`src/rtl/dev_int_ctrl_pkg.sv`:
```
// Shared definitions for the device interrupt controller: device indices,
// CSR bit positions, FSM encoding and the vector helper.
package dev_int_ctrl_pkg;

    localparam int          NUM_DEV_DEF   = 5;
    localparam logic [14:0] DEV_PRI_DEF   = 15'o76543;
    localparam logic [3:0]  VECT_BASE_DEF = 4'd8;

    typedef enum int {
        DEV_KB  = 0,
        DEV_SCR = 1,
        DEV_TMR = 2,
        DEV_TL  = 3,
        DEV_PB  = 4
    } dev_e;

    typedef enum int {
        CSR_IE  = 0,
        CSR_IO  = 1,
        CSR_DBA = 2,
        CSR_OF  = 3
    } csr_bit_e;

    typedef enum logic [1:0] {
        ST_IDLE  = 2'd0,
        ST_ARB   = 2'd1,
        ST_OFFER = 2'd2
    } state_e;

    // Vector numbers wrap modulo 16.
    function automatic logic [3:0] dev_vector(input logic [3:0] base, input logic [2:0] idx);
        return base + {1'b0, idx};
    endfunction

endpackage

```
`src/rtl/dev_int_ctrl_pri_arbiter.sv`:
```
// Combinational priority arbiter: highest priority above cur_pri wins,
// ties resolved toward the lowest device index.
module dev_int_ctrl_pri_arbiter
    import dev_int_ctrl_pkg::*;
#(
    parameter int                     NUM_DEV = NUM_DEV_DEF,
    parameter logic [3*NUM_DEV-1:0]   DEV_PRI = DEV_PRI_DEF
) (
    input  logic [NUM_DEV-1:0] pending_i,
    input  logic [2:0]         cur_pri_i,
    output logic               any_elig_o,
    output logic [2:0]         win_idx_o,
    output logic [2:0]         win_pri_o
);

    logic [2:0] pri;

    always_comb begin
        any_elig_o = 1'b0;
        win_idx_o  = '0;
        win_pri_o  = '0;
        pri        = '0;
        for (int i = 0; i < NUM_DEV; i++) begin
            pri = DEV_PRI[3*i +: 3];
            // Strict '>' against the running best keeps the lowest index on ties.
            if (pending_i[i] && (pri > cur_pri_i) && (!any_elig_o || (pri > win_pri_o))) begin
                any_elig_o = 1'b1;
                win_idx_o  = 3'(i);
                win_pri_o  = pri;
            end
        end
    end

endmodule

```
`src/rtl/dev_int_ctrl.sv`:
```
// Device interrupt controller: edge-detects device requests, arbitrates them
// against the CPU priority and holds one vector offer until acknowledged.
module dev_int_ctrl
    import dev_int_ctrl_pkg::*;
#(
    parameter int                   NUM_DEV   = NUM_DEV_DEF,
    parameter logic [3*NUM_DEV-1:0] DEV_PRI   = DEV_PRI_DEF,
    parameter logic [3:0]           VECT_BASE = VECT_BASE_DEF
) (
    input  logic               clk_i,
    input  logic               rst_i,
    input  logic [7:0]         csr_kb_i,
    input  logic [7:0]         csr_scr_i,
    input  logic [7:0]         csr_tmr_i,
    input  logic [7:0]         csr_tl_i,
    input  logic [7:0]         csr_pb_i,
    input  logic [2:0]         cur_pri_i,
    input  logic               pic_read_i,
    output logic [7:0]         pic_in_o,
    output logic [NUM_DEV-1:0] irq_pending_o,
    output logic               spurious_ack_o
);

    logic [7:0]         csr [NUM_DEV];
    logic [NUM_DEV-1:0] req, ie, rise, ie_fall;
    logic [NUM_DEV-1:0] req_q, ie_q;
    logic [NUM_DEV-1:0] pending_q, pending_d;
    logic               spurious_q, spurious_d;
    state_e             state_q, state_d;
    logic               load_offer;
    logic               any_elig;
    logic [2:0]         arb_idx, arb_pri;
    logic [2:0]         win_idx_q, win_pri_q;
    logic [3:0]         win_vect_q;
    logic               unused_csr_bits;

    assign csr[DEV_KB]  = csr_kb_i;
    assign csr[DEV_SCR] = csr_scr_i;
    assign csr[DEV_TMR] = csr_tmr_i;
    assign csr[DEV_TL]  = csr_tl_i;
    assign csr[DEV_PB]  = csr_pb_i;

    assign unused_csr_bits = ^{csr_kb_i[7:3], csr_kb_i[1], csr_scr_i[7:3], csr_scr_i[1],
                               csr_tmr_i[7:3], csr_tmr_i[1], csr_tl_i[7:3], csr_tl_i[1],
                               csr_pb_i[7:3], csr_pb_i[1]};

    always_comb begin
        ie  = '0;
        req = '0;
        for (int i = 0; i < NUM_DEV; i++) begin
            ie[i]  = csr[i][CSR_IE];
            req[i] = csr[i][CSR_DBA] & csr[i][CSR_IE];
        end
    end

    assign rise    = req & ~req_q;
    assign ie_fall = ie_q & ~ie;

    dev_int_ctrl_pri_arbiter #(
        .NUM_DEV (NUM_DEV),
        .DEV_PRI (DEV_PRI)
    ) u_arb (
        .pending_i  (pending_q),
        .cur_pri_i  (cur_pri_i),
        .any_elig_o (any_elig),
        .win_idx_o  (arb_idx),
        .win_pri_o  (arb_pri)
    );

    always_comb begin
        state_d    = state_q;
        load_offer = 1'b0;
        unique case (state_q)
            ST_IDLE: begin
                if (any_elig) state_d = ST_ARB;
            end
            ST_ARB: begin
                // Eligibility can vanish during ARB if cur_pri rose; fall back to IDLE.
                if (any_elig) begin
                    load_offer = 1'b1;
                    state_d    = ST_OFFER;
                end else begin
                    state_d = ST_IDLE;
                end
            end
            ST_OFFER: begin
                if (pic_read_i || (cur_pri_i >= win_pri_q)) state_d = ST_IDLE;
            end
            default: state_d = ST_IDLE;
        endcase
    end

    always_comb begin
        pending_d = pending_q;
        for (int i = 0; i < NUM_DEV; i++) begin
            // A new edge always wins over an ack or IE-fall clear on the same device.
            pending_d[i] = rise[i] | (pending_q[i] &
                ~(((state_q == ST_OFFER) && (win_idx_q == 3'(i)) && pic_read_i) ||
                  (ie_fall[i] && !((state_q == ST_OFFER) && (win_idx_q == 3'(i))))));
        end
        spurious_d = spurious_q | (pic_read_i && (state_q != ST_OFFER));
    end

    always_ff @(posedge clk_i) begin
        req_q <= req;
        ie_q  <= ie;
        if (rst_i) begin
            state_q    <= ST_IDLE;
            pending_q  <= '0;
            spurious_q <= 1'b0;
        end else begin
            state_q    <= state_d;
            pending_q  <= pending_d;
            spurious_q <= spurious_d;
        end
    end

    always_ff @(posedge clk_i) begin
        if (load_offer) begin
            win_idx_q  <= arb_idx;
            win_pri_q  <= arb_pri;
            win_vect_q <= dev_vector(VECT_BASE, arb_idx);
        end
    end

    assign pic_in_o       = (state_q == ST_OFFER) ? {1'b1, win_pri_q, win_vect_q} : 8'h00;
    assign irq_pending_o  = pending_q;
    assign spurious_ack_o = spurious_q;

endmodule

```
`config.mk`:
```
export PLATFORM = sky130hd
export DESIGN_NAME = dev_int_ctrl
export DESIGN_NICKNAME = d
export VERILOG_FILES = /design/src/rtl/dev_int_ctrl_pkg.sv /design/src/rtl/dev_int_ctrl_pri_arbiter.sv /design/src/rtl/dev_int_ctrl.sv
export SDC_FILE = /design/constraint.sdc
export NUM_CORES = 1
export LEC_CHECK = 0
export ABC_AREA = 1
export CORE_MARGIN = 2
export CORE_UTILIZATION = 41
export DETAILED_ROUTE_END_ITERATION = 6
export PLACE_DENSITY = 0.94
export SLEW_MARGIN = 20
export SYNTH_ARGS = -nofsm -noshare
export SYNTH_HDL_FRONTEND = slang
export SYNTH_HIERARCHICAL = 1
export SYNTH_SLANG_ARGS = --single-unit
```
`constraint.sdc`:
```
create_clock -name clk_i -period 2.67 [get_ports clk_i]
set_clock_uncertainty 0.2 [all_clocks]
set_input_delay 0.4005 -clock clk_i [delete_from_list [all_inputs] [get_ports clk_i]]
set_output_delay 0.4005 -clock clk_i [all_outputs]
set_load 0.1 [all_outputs]
```
==> flow_summary.ini, run 1 <==
[run_status]
run_status = finished, final reports clean

[clocking]
postCtsSetupBuffers = 0
ctsHtreeMaxLevel = 1
cts.sinks = 24
cts_max_path_buffers = 2
clkSlewWorstSetupHoldPaths_ps = 130
cts_tree = done
clk_lat_worst_skew_ps = 310
ctsResizeCount = 0
cts_made_buffers = 3
root_buffer = clkbuf_4
hold_bufs_inserted_after_cts = 0

[place]
place.detailed.instances = 204
placedInstanceArea_um2 = 1400
gpl.final_weighted_congestion = 0.869
placement.io_buffers = 29
dp_slack_ps = 370
detailed_place_hpwl_um = 1680

[timing]
rsz_0062_raised_after_global_routing = false
setup-violations-final = 0
worst_pin_slew_ps = 326
slew_headroom = 0.782
timing.final.crit_share = 0.747
fmaxAchievable_ghz = 0.501
worst_slack_ps = 675
finalHoldWorstSlack_ps = 298
finalCriticalPeriod_ps = 2000
report.final.hold_viol_count = 0
timing_max_transition_violations_final = 0
totalNegativeSetupSlack_ps = 0

[floorplan]
die_w_um = 56.1
floorplan.core_area_um2 = 2520
top_level_ports = 60
initial_utilization = 0.441
floorplan.die_area_um2 = 3150
vert_die_dim_um = 56.1
fp-row-count = 18

[power]
report.power.total_mw = 0.789
leakage_nw = 0.722
vdd.ir_drop.worst_mv = 0.310
power.density_cell_area_nw_per_um2 = 544

[final_layout]
final_layout_size_suffix_gt1_frac = 0.163
num-nets-final = 228
final.fill_count = 254
final_cells = 208
final_cell_mix = inv_1 (31), nand2_1 (26), nor2_1 (18), dfxtp_1 (18), nand3_1 (17)
share_of_the_core_filled_with_cells = 0.574
ff_latch_area_um2 = 541
mostFrequentLayoutCell = inv_1
area.growth.synth_to_final_pct = 30.3
multi_input_area_um2 = 444
antenna_cells_inserted = 0
stdcell_area_um2 = 1450

[hold_path]
hp-start = req_q[3]$_DFF_P_
hold_path_depth = 2
hp-class = reg2reg
hold_end = irq_pending_o[3]$_SDFF_PP0_

[synth]
synth-seq-cells = 24
synth_nets = 195
synthDominantCellAreaShare = 0.324
synthCells = 146
mappedNetlistArea_um2 = 1110
synth.yosys.warnings = 6
post_synth.cell_area_avg_um2 = 7.62
synth_top_cell_by_area = dfxtp_1
yosys-top-cells-area = dfxtp_1 (32%), edfxtp_1 (16%), inv_1 (10%)
unique_masters_post_synth = 18
seq_area_frac_synth = 0.486

[setup_path]
r2r_cells = 7
max_stage_delay_ps = 370
worstReg2RegEnd = win_pri_q[1]$_DFFE_PP_
critPathLaunchType = register
crit_fanout = 9
slowest_stage = dfxtp_1
cp-startpoint = state_q[0]$_SDFFE_PP0P_
reg2reg_slack_ps = 1030
cp_data_required_time_ps = 2070
crit-reg2reg-launch = irq_pending_o[0]$_SDFF_PP0_
timing.critical_path.arrival_ps = 1390
critical_path.cell_chain = inv_1 -> nand2_2 -> nor2_1 -> buf_4
worst_setup_path_end_kind = output pin
timing.setup.critical_path_class = reg2out

[global_route]
global_route.usage.total = 0.147
grt.overflow.total = 0
grt_antenna_before_repair = 0
grt_pass1_vias = 909
grt_start_max_net_pins = 15
wire_length_of_the_first_global_routing_pass_um = 3720

[detailed_routing]
antenna_left = 0
via_per_inst = 4.72
detailedRoute.firstPassIterationCount = 4
drt_iter0_drc = 42
detail_route.wirelength_um = 2130
drt-wirelength-per-cell_um = 10.2
routed-via-count = 982
post-route-drc-count = 0

[job]
drv.max_cap_violation_count = 0
-- worst max-delay path by stage --
stage / to / slack (ps) / cells past startpoint
final: pic_in_o[2] / 670 / 4
after detailed placement: win_pri_q[1]$_DFFE_PP_ / 370 / 9
after global routing: state_q[1]$_SDFFE_PP0P_ / 570 / 11
after floorplan: win_idx_q[0]$_DFFE_PP_ / 110 / 6
after global placement: win_pri_q[1]$_DFFE_PP_ / 410 / 9
after CTS: pic_in_o[2] / 660 / 4
-- area by class of cell --
class,count,area share
well taps,30,0.0259
flip-flops and latches,24,0.373
multi-input cells,89,0.307
clock buffers,4,0.0328
repair buffers,30,0.181
inverters,31,0.0803
-- critical path, delay by kind of cell (launching register included) --
family,cells,cell delay (ps)
buf+inv,2,420
flops,1,370
simple gates,2,300
-- kinds of logic (layout without fill, tap and decap cells) --
logic type               Yosys count  in the layout  synth area share
AO/OA/AOI/OAI                     11             11            0.0596
adder cells (fa/ha/maj)            3              3            0.0337
buffers and inverters             33             65             0.115
flip-flops                        24             24             0.486
AND/OR/NAND/NOR                   75             75             0.306
-- cells in the mapped netlist --
master,n
o21ai_4,1
nand4_1,2
clkbuf_1,1
nor4_1,1
inv_1,31
nor2_4,1
or2_2,5
nor3_1,2
buf_4,1
a21oi_1,8
nand2_2,3
nand3_1,17
edfxtp_1,6
ha_1,3
dfxtp_1,18
nand2_1,26
nor2_1,18
o21ai_0,2
-- registers in the layout, summed over array words and instances, names as in the netlist --
signal and cells:
ie_q 5, win_pri_q 3, req_q 5, irq_pending_o 5
state_q 2, spurious_ack_o 1, win_idx_q 3
-- report_power, final --
group / switching, mW / internal [mW]
Sequential: 0.0117 / 0.394
Combinational: 0.109 / 0.0532
Clock: 0.107 / 0.114
Total: 0.228 / 0.561
-- per-layer routing --
layer / vias to the layer above / track usage / routed length, um / part of all wire
met5: - / 0 / 0 / 0
met4: 0 / 0.0646 / 12 / 0.0056
met3: 2 / 0.0395 / 203 / 0.095
met2: 47 / 0.235 / 986 / 0.46
met1: 415 / 0.185 / 928 / 0.44
li1: 518 / - / - / -
Power figures use the tool's default switching activity.
==> inputs of run 2 (changes only) <==
--- a/config.mk
+++ b/config.mk
@@ -7,9 +7,9 @@
 export LEC_CHECK = 0
 export ABC_AREA = 1
 export CORE_MARGIN = 2
-export CORE_UTILIZATION = 41
+export CORE_UTILIZATION = 38
 export DETAILED_ROUTE_END_ITERATION = 6
-export PLACE_DENSITY = 0.94
+export PLACE_DENSITY = 0.88
 export SLEW_MARGIN = 20
 export SYNTH_ARGS = -nofsm -noshare
 export SYNTH_HDL_FRONTEND = slang
==> constraint.sdc (replaced) <==
create_clock -name clk_i -period 2 [get_ports clk_i]
set_clock_uncertainty 0.2 [all_clocks]
set_input_delay 0.3 -clock clk_i [delete_from_list [all_inputs] [get_ports clk_i]]
set_output_delay 0.3 -clock clk_i [all_outputs]
set_load 0.1 [all_outputs]
==> run 2 against run 1 <==
Compared with the run above:
- die area up 7.3%
- cell count grew 3.4%
- sequential power up 35%
- critical path depth unchanged
- clock power up 37%
- sequential share of layout area is 4.3 points lower
- highest routed layer unchanged
- via count grew 3.2%
- setup slack worse by 540 ps
- clock-buffer cell count did not move
- register-to-register slack got worse by 560 ps
==> flow_summary.ini, run 2 (synthesis gave the netlist of run 1 again) <==
[clocking]
root_buffer = clkbuf_4
clk_lat_worst_skew_ps = 320
clkSlewWorstSetupHoldPaths_ps = 130
cts.sinks = 24
cts_tree = done
hold_bufs_inserted_after_cts = 0
postCtsSetupBuffers = 0
ctsHtreeMaxLevel = 1
cts_max_path_buffers = 2
cts_made_buffers = 3
ctsResizeCount = 0

[global_route]
wire_length_of_the_first_global_routing_pass_um = 3920
grt.overflow.total = 0
grt_start_max_net_pins = 15
grt_pass1_vias = 960
grt_antenna_before_repair = 0
global_route.usage.total = 0.152

[detailed_routing]
dr_wl_met2_um = 1130
met3WireLength_um = 112
antenna_left = 0
via_per_inst = 4.71
detailedRoute.firstPassIterationCount = 5
highest_layer = met4
post-route-drc-count = 0
drt-wirelength-per-cell_um = 10.6
detail_route.wirelength_um = 2280
detail_route.wirelength.met1_um = 1020
drt_iter0_drc = 48
routed-via-count = 1013

[timing]
timing.final.crit_share = 0.932
fmaxAchievable_ghz = 0.537
totalNegativeSetupSlack_ps = 0
timing_max_transition_violations_final = 0
finalCriticalPeriod_ps = 1860
rsz_0062_raised_after_global_routing = false
setup-violations-final = 0
worst_pin_slew_ps = 331
slew_headroom = 0.779
report.final.hold_viol_count = 0

[setup_path]
critPathLaunchType = register
max_stage_delay_ps = 370
crit-reg2reg-launch = irq_pending_o[0]$_SDFF_PP0_
cp-startpoint = state_q[0]$_SDFFE_PP0P_
worst_setup_path_end_kind = output pin
critical_path.cell_chain = inv_1 -> nand2_2 -> nor2_1 -> buf_12
timing.critical_path.arrival_ps = 1360
slowest_stage = dfxtp_1
cp_data_required_time_ps = 1500
crit_fanout = 9
reg2reg_slack_ps = 470
timing.setup.critical_path_class = reg2out

[final_layout]
mostFrequentLayoutCell = inv_1
share_of_the_core_filled_with_cells = 0.601
num-nets-final = 234
final.fill_count = 247
area.growth.synth_to_final_pct = 48.9
final_layout_size_suffix_gt1_frac = 0.228
antenna_cells_inserted = 0
final_cell_mix = inv_1 (31), nand2_1 (26), nand3_1 (17), nor2_1 (16), clkdlybuf4s50_1 (15)

[power]
power_frac_seq = 0.495
netSwitchingPower_mw = 0.321
power.density_cell_area_nw_per_um2 = 664
vdd.ir_drop.worst_mv = 0.451
intPower_mw = 0.780
combinationalPowerShare = 0.229
leakage_nw = 0.785
report.power.total_mw = 1.10
power_switching_share = 0.291
power.share.clock = 0.276

[hold_path]
hp-class = in2reg
hp-start = csr_pb_i[0]

[floorplan]
vert_die_dim_um = 58.1
top_level_ports = 60
fp-row-count = 19
floorplan.die_area_um2 = 3380
die_w_um = 58.1
floorplan.core_area_um2 = 2760
initial_utilization = 0.403

[job]
drv.max_cap_violation_count = 0

[place]
detailed_place_hpwl_um = 1850
placement.io_buffers = 29
gpl.final_weighted_congestion = 0.827

[run_status]
run_status = finished, final reports clean
run 2: changes by cell type in the layout (fill, tap and decap cells not counted), sizes merged:
cell and change:
buf +6
run 2: cell type report:
class / count / area, um2 / area share
Clock buffer: 4 / 47.5 / 0.0287
Sequential cell: 24 / 547 / 0.330
Multi-Input combinational cell: 89 / 449 / 0.271
Timing Repair Buffer: 36 / 458 / 0.276
Inverter: 31 / 116 / 0.0702
Tap cell: 31 / 38.8 / 0.0234
run 2: metal layers:
metal / GRT usage / vias up
li1: - / 530
met1: 0.190 / 450
met2: 0.261 / 29
met3: 0.0223 / 4
met4: 0.0598 / 0
met5: 0 / -
run 2: worst paths after layout:
path,to,depth (start not counted)
setup / recovery,pic_in_o[5],4
hold / removal,ie_q[4]$_DFF_P_,1
setup reg to reg,win_pri_q[1]$_DFFE_PP_,7
hold reg to reg,irq_pending_o[2]$_SDFF_PP0_,2
run 2: critical path, delay by kind of cell (launching register included):
kind                   cells  cell delay (ps)
buffers and inverters      2              310
flip-flops                 1              370
AND/OR/NAND/NOR            2              370
run 2: power groups by stage:
| stage | Clock, mW | Sequential, mW | Combinational [mW] |
|---|---|---|---|
| after floorplan | 0 | 0.604 | 0.0963 |
| after global placement | 0 | 0.555 | 0.247 |
| after detailed placement | 0 | 0.557 | 0.253 |
| after CTS | 0.311 | 0.546 | 0.254 |
| after global routing | 0.330 | 0.549 | 0.272 |
| final | 0.303 | 0.545 | 0.252 |
run 2: per-stage QoR:
step / hold WS (ps) / instance area (um2) / setup slack [ps] / std cells
4_1_cts: 269 / 1660 / 116 / 215
5_1_grt: 269 / 1660 / 26.7 / 215
6_report: 272 / 1660 / 137 / 215
3_5_place_dp: 279 / 1610 / -129 / 211
2_1_floorplan: 128 / 1120 / -286 / 146
3_3_place_gp: 248 / 1610 / -82.2 / 211
==> inputs of run 3 (changes only) <==
--- a/config.mk
+++ b/config.mk
@@ -7,9 +7,9 @@
 export LEC_CHECK = 0
 export ABC_AREA = 1
 export CORE_MARGIN = 2
-export CORE_UTILIZATION = 38
+export CORE_UTILIZATION = 41
 export DETAILED_ROUTE_END_ITERATION = 6
-export PLACE_DENSITY = 0.88
+export PLACE_DENSITY = 0.94
 export SLEW_MARGIN = 20
 export SYNTH_ARGS = -nofsm -noshare
 export SYNTH_HDL_FRONTEND = slang
==> constraint.sdc (replaced) <==
create_clock -name clk_i -period 2.2 [get_ports clk_i]
set_clock_uncertainty 0.2 [all_clocks]
set_input_delay 0.33 -clock clk_i [delete_from_list [all_inputs] [get_ports clk_i]]
set_output_delay 0.33 -clock clk_i [all_outputs]
set_load 0.1 [all_outputs]
==> run 3 against run 2 <==
Compared with the run above:
- global-route usage rose by 1.8 points
- clock power is 34% lower
- cell count shrank 1.4%
- worst hold slack better by 8.6 ps
- total power fell by 17%
- sequential share of layout area rose by 1.8 points
- critical endpoint is now win_idx_q[2]$_DFFE_PP_
==> flow_summary.ini, run 3 (synthesis gave the netlist of run 1 again) <==
[global_route]
grt.overflow.total = 0
grt_pass1_vias = 977
wire_length_of_the_first_global_routing_pass_um = 4170
grt_antenna_before_repair = 0
global_route.usage.total = 0.170
grt_start_max_net_pins = 14

[clocking]
cts_made_buffers = 3
clkSlewWorstSetupHoldPaths_ps = 130
ctsResizeCount = 0
cts.sinks = 24
cts_tree = done
hold_bufs_inserted_after_cts = 0
postCtsSetupBuffers = 0
root_buffer = clkbuf_4
ctsHtreeMaxLevel = 1
clk_lat_worst_skew_ps = 320
cts_max_path_buffers = 2

[floorplan]
top_level_ports = 60
fp-row-count = 18
die_w_um = 56.1
initial_utilization = 0.441
floorplan.die_area_um2 = 3150
floorplan.core_area_um2 = 2520
vert_die_dim_um = 56.1

[timing]
timing.final.crit_share = 0.873
finalCriticalPeriod_ps = 1920
worst_pin_slew_ps = 316
timing_max_transition_violations_final = 0
rsz_0062_raised_after_global_routing = false
fmaxAchievable_ghz = 0.521
slew_headroom = 0.788
setup-violations-final = 0
report.final.hold_viol_count = 0

[place]
placedInstanceArea_um2 = 1540
placement.io_buffers = 29
gpl.final_weighted_congestion = 0.887
detailed_place_hpwl_um = 1900

[detailed_routing]
post-route-drc-count = 0
antenna_left = 0
detailedRoute.firstPassIterationCount = 4
detail_route.wirelength_um = 2390
routed-via-count = 1035
drt_iter0_drc = 29
drt-wirelength-per-cell_um = 11.3
via_per_inst = 4.88

[final_layout]
share_of_the_core_filled_with_cells = 0.622
num-nets-final = 232
final_layout_size_suffix_gt1_frac = 0.214
ff_latch_area_um2 = 547
area.growth.synth_to_final_pct = 41.1
final.fill_count = 225
mostFrequentLayoutCell = inv_1
final_cell_mix = inv_1 (31), nand2_1 (26), nand3_1 (17), nor2_1 (16), clkdlybuf4s50_1 (15)
stdcell_area_um2 = 1570
antenna_cells_inserted = 0
multi_input_area_um2 = 449

[setup_path]
worstReg2RegEnd = win_idx_q[2]$_DFFE_PP_
critical_path.cell_chain = clkdlybuf4s50_1 -> nand2_2 -> nand2_1 -> nand2_1 -> inv_1 -> nand4_1 -> inv_1 -> nor3_1 -> buf_4
r2r_cells = 7
max_stage_delay_ps = 520
worst_setup_path_end_kind = register
timing.critical_path.arrival_ps = 1770
timing.setup.critical_path_class = in2reg
critical-path-top-delay-family = buffers and inverters
reg2reg_slack_ps = 500
cp-startpoint = cur_pri_i[2]
slowest_stage = clkdlybuf4s50_1
critPathLaunchType = input port
crit_fanout = 5
cp_data_required_time_ps = 2050
critPathBufInv = 4
crit-reg2reg-launch = irq_pending_o[0]$_SDFF_PP0_

[job]
drv.max_cap_violation_count = 0

[power]
power.density_cell_area_nw_per_um2 = 579
leakage_nw = 0.752
vdd.ir_drop.worst_mv = 0.472

[run_status]
run_status = finished, final reports clean

[hold_path]
hold_path_depth = 2
hp-class = reg2reg
hp-start = req_q[0]$_DFF_P_
hold_end = irq_pending_o[0]$_SDFF_PP0_
[run 3: cell count changes in the layout (fill, tap and decap cells not counted)]
cell / delta
buf_12: -4
buf_4: +2
clkbuf_1: +1
clkbuf_16: -1
[run 3: final cells by class]
cell class | instances | area share
sequential | 24 | 0.348
tap | 30 | 0.0239
clock buffer | 4 | 0.0167
multi-input combinational | 89 | 0.286
timing repair buffer | 34 | 0.250
inverter | 31 | 0.0742
[run 3: worst max path at each step]
stage,to,slack (ps),depth (start not counted)
after global routing,win_idx_q[2]$_DFFE_PP_,180,9
after CTS,pic_in_o[1],300,4
after global placement,win_pri_q[0]$_DFFE_PP_,-8,9
after floorplan,pic_in_o[1],-120,3
after detailed placement,win_pri_q[0]$_DFFE_PP_,-40,9
final,win_idx_q[2]$_DFFE_PP_,280,9
[run 3: worst min-delay path, stage by stage, from the launching register on]
cell and delay [ps]:
dfxtp_1 320, or2_2 90, a21oi_1 50
[run 3: power breakdown]
| group | internal (mW) | total (mW) | switching [mW] |
|---|---|---|---|
| registers | 0.479 | 0.493 | 0.0143 |
| clock network | 0.0710 | 0.200 | 0.129 |
| logic | 0.0774 | 0.216 | 0.139 |
| total | 0.627 | 0.909 | 0.281 |
[run 3: per-stage QoR]
step / worst slack, ps / hold slack [ps] / TNS (ps) / total power, mW / std cells
after floorplan: -116 / 158 / -464 / 0.637 / 146
after global placement: -8.48 / 250 / -25.3 / 0.712 / 208
after detailed placement: -39.6 / 274 / -192 / 0.720 / 208
after CTS: 302 / 292 / 0 / 0.916 / 212
after global routing: 181 / 273 / 0 / 0.958 / 212
final: 279 / 281 / 0 / 0.909 / 212
[run 3: routing by layer]
layer / global-route usage / wire (um) / up-vias
met4: 0.0646 / 34 / 0
met5: 0 / 0 / -
met3: 0.0558 / 146 / 4
met1: 0.201 / 1020 / 466
li1: - / - / 526
met2: 0.284 / 1190 / 39
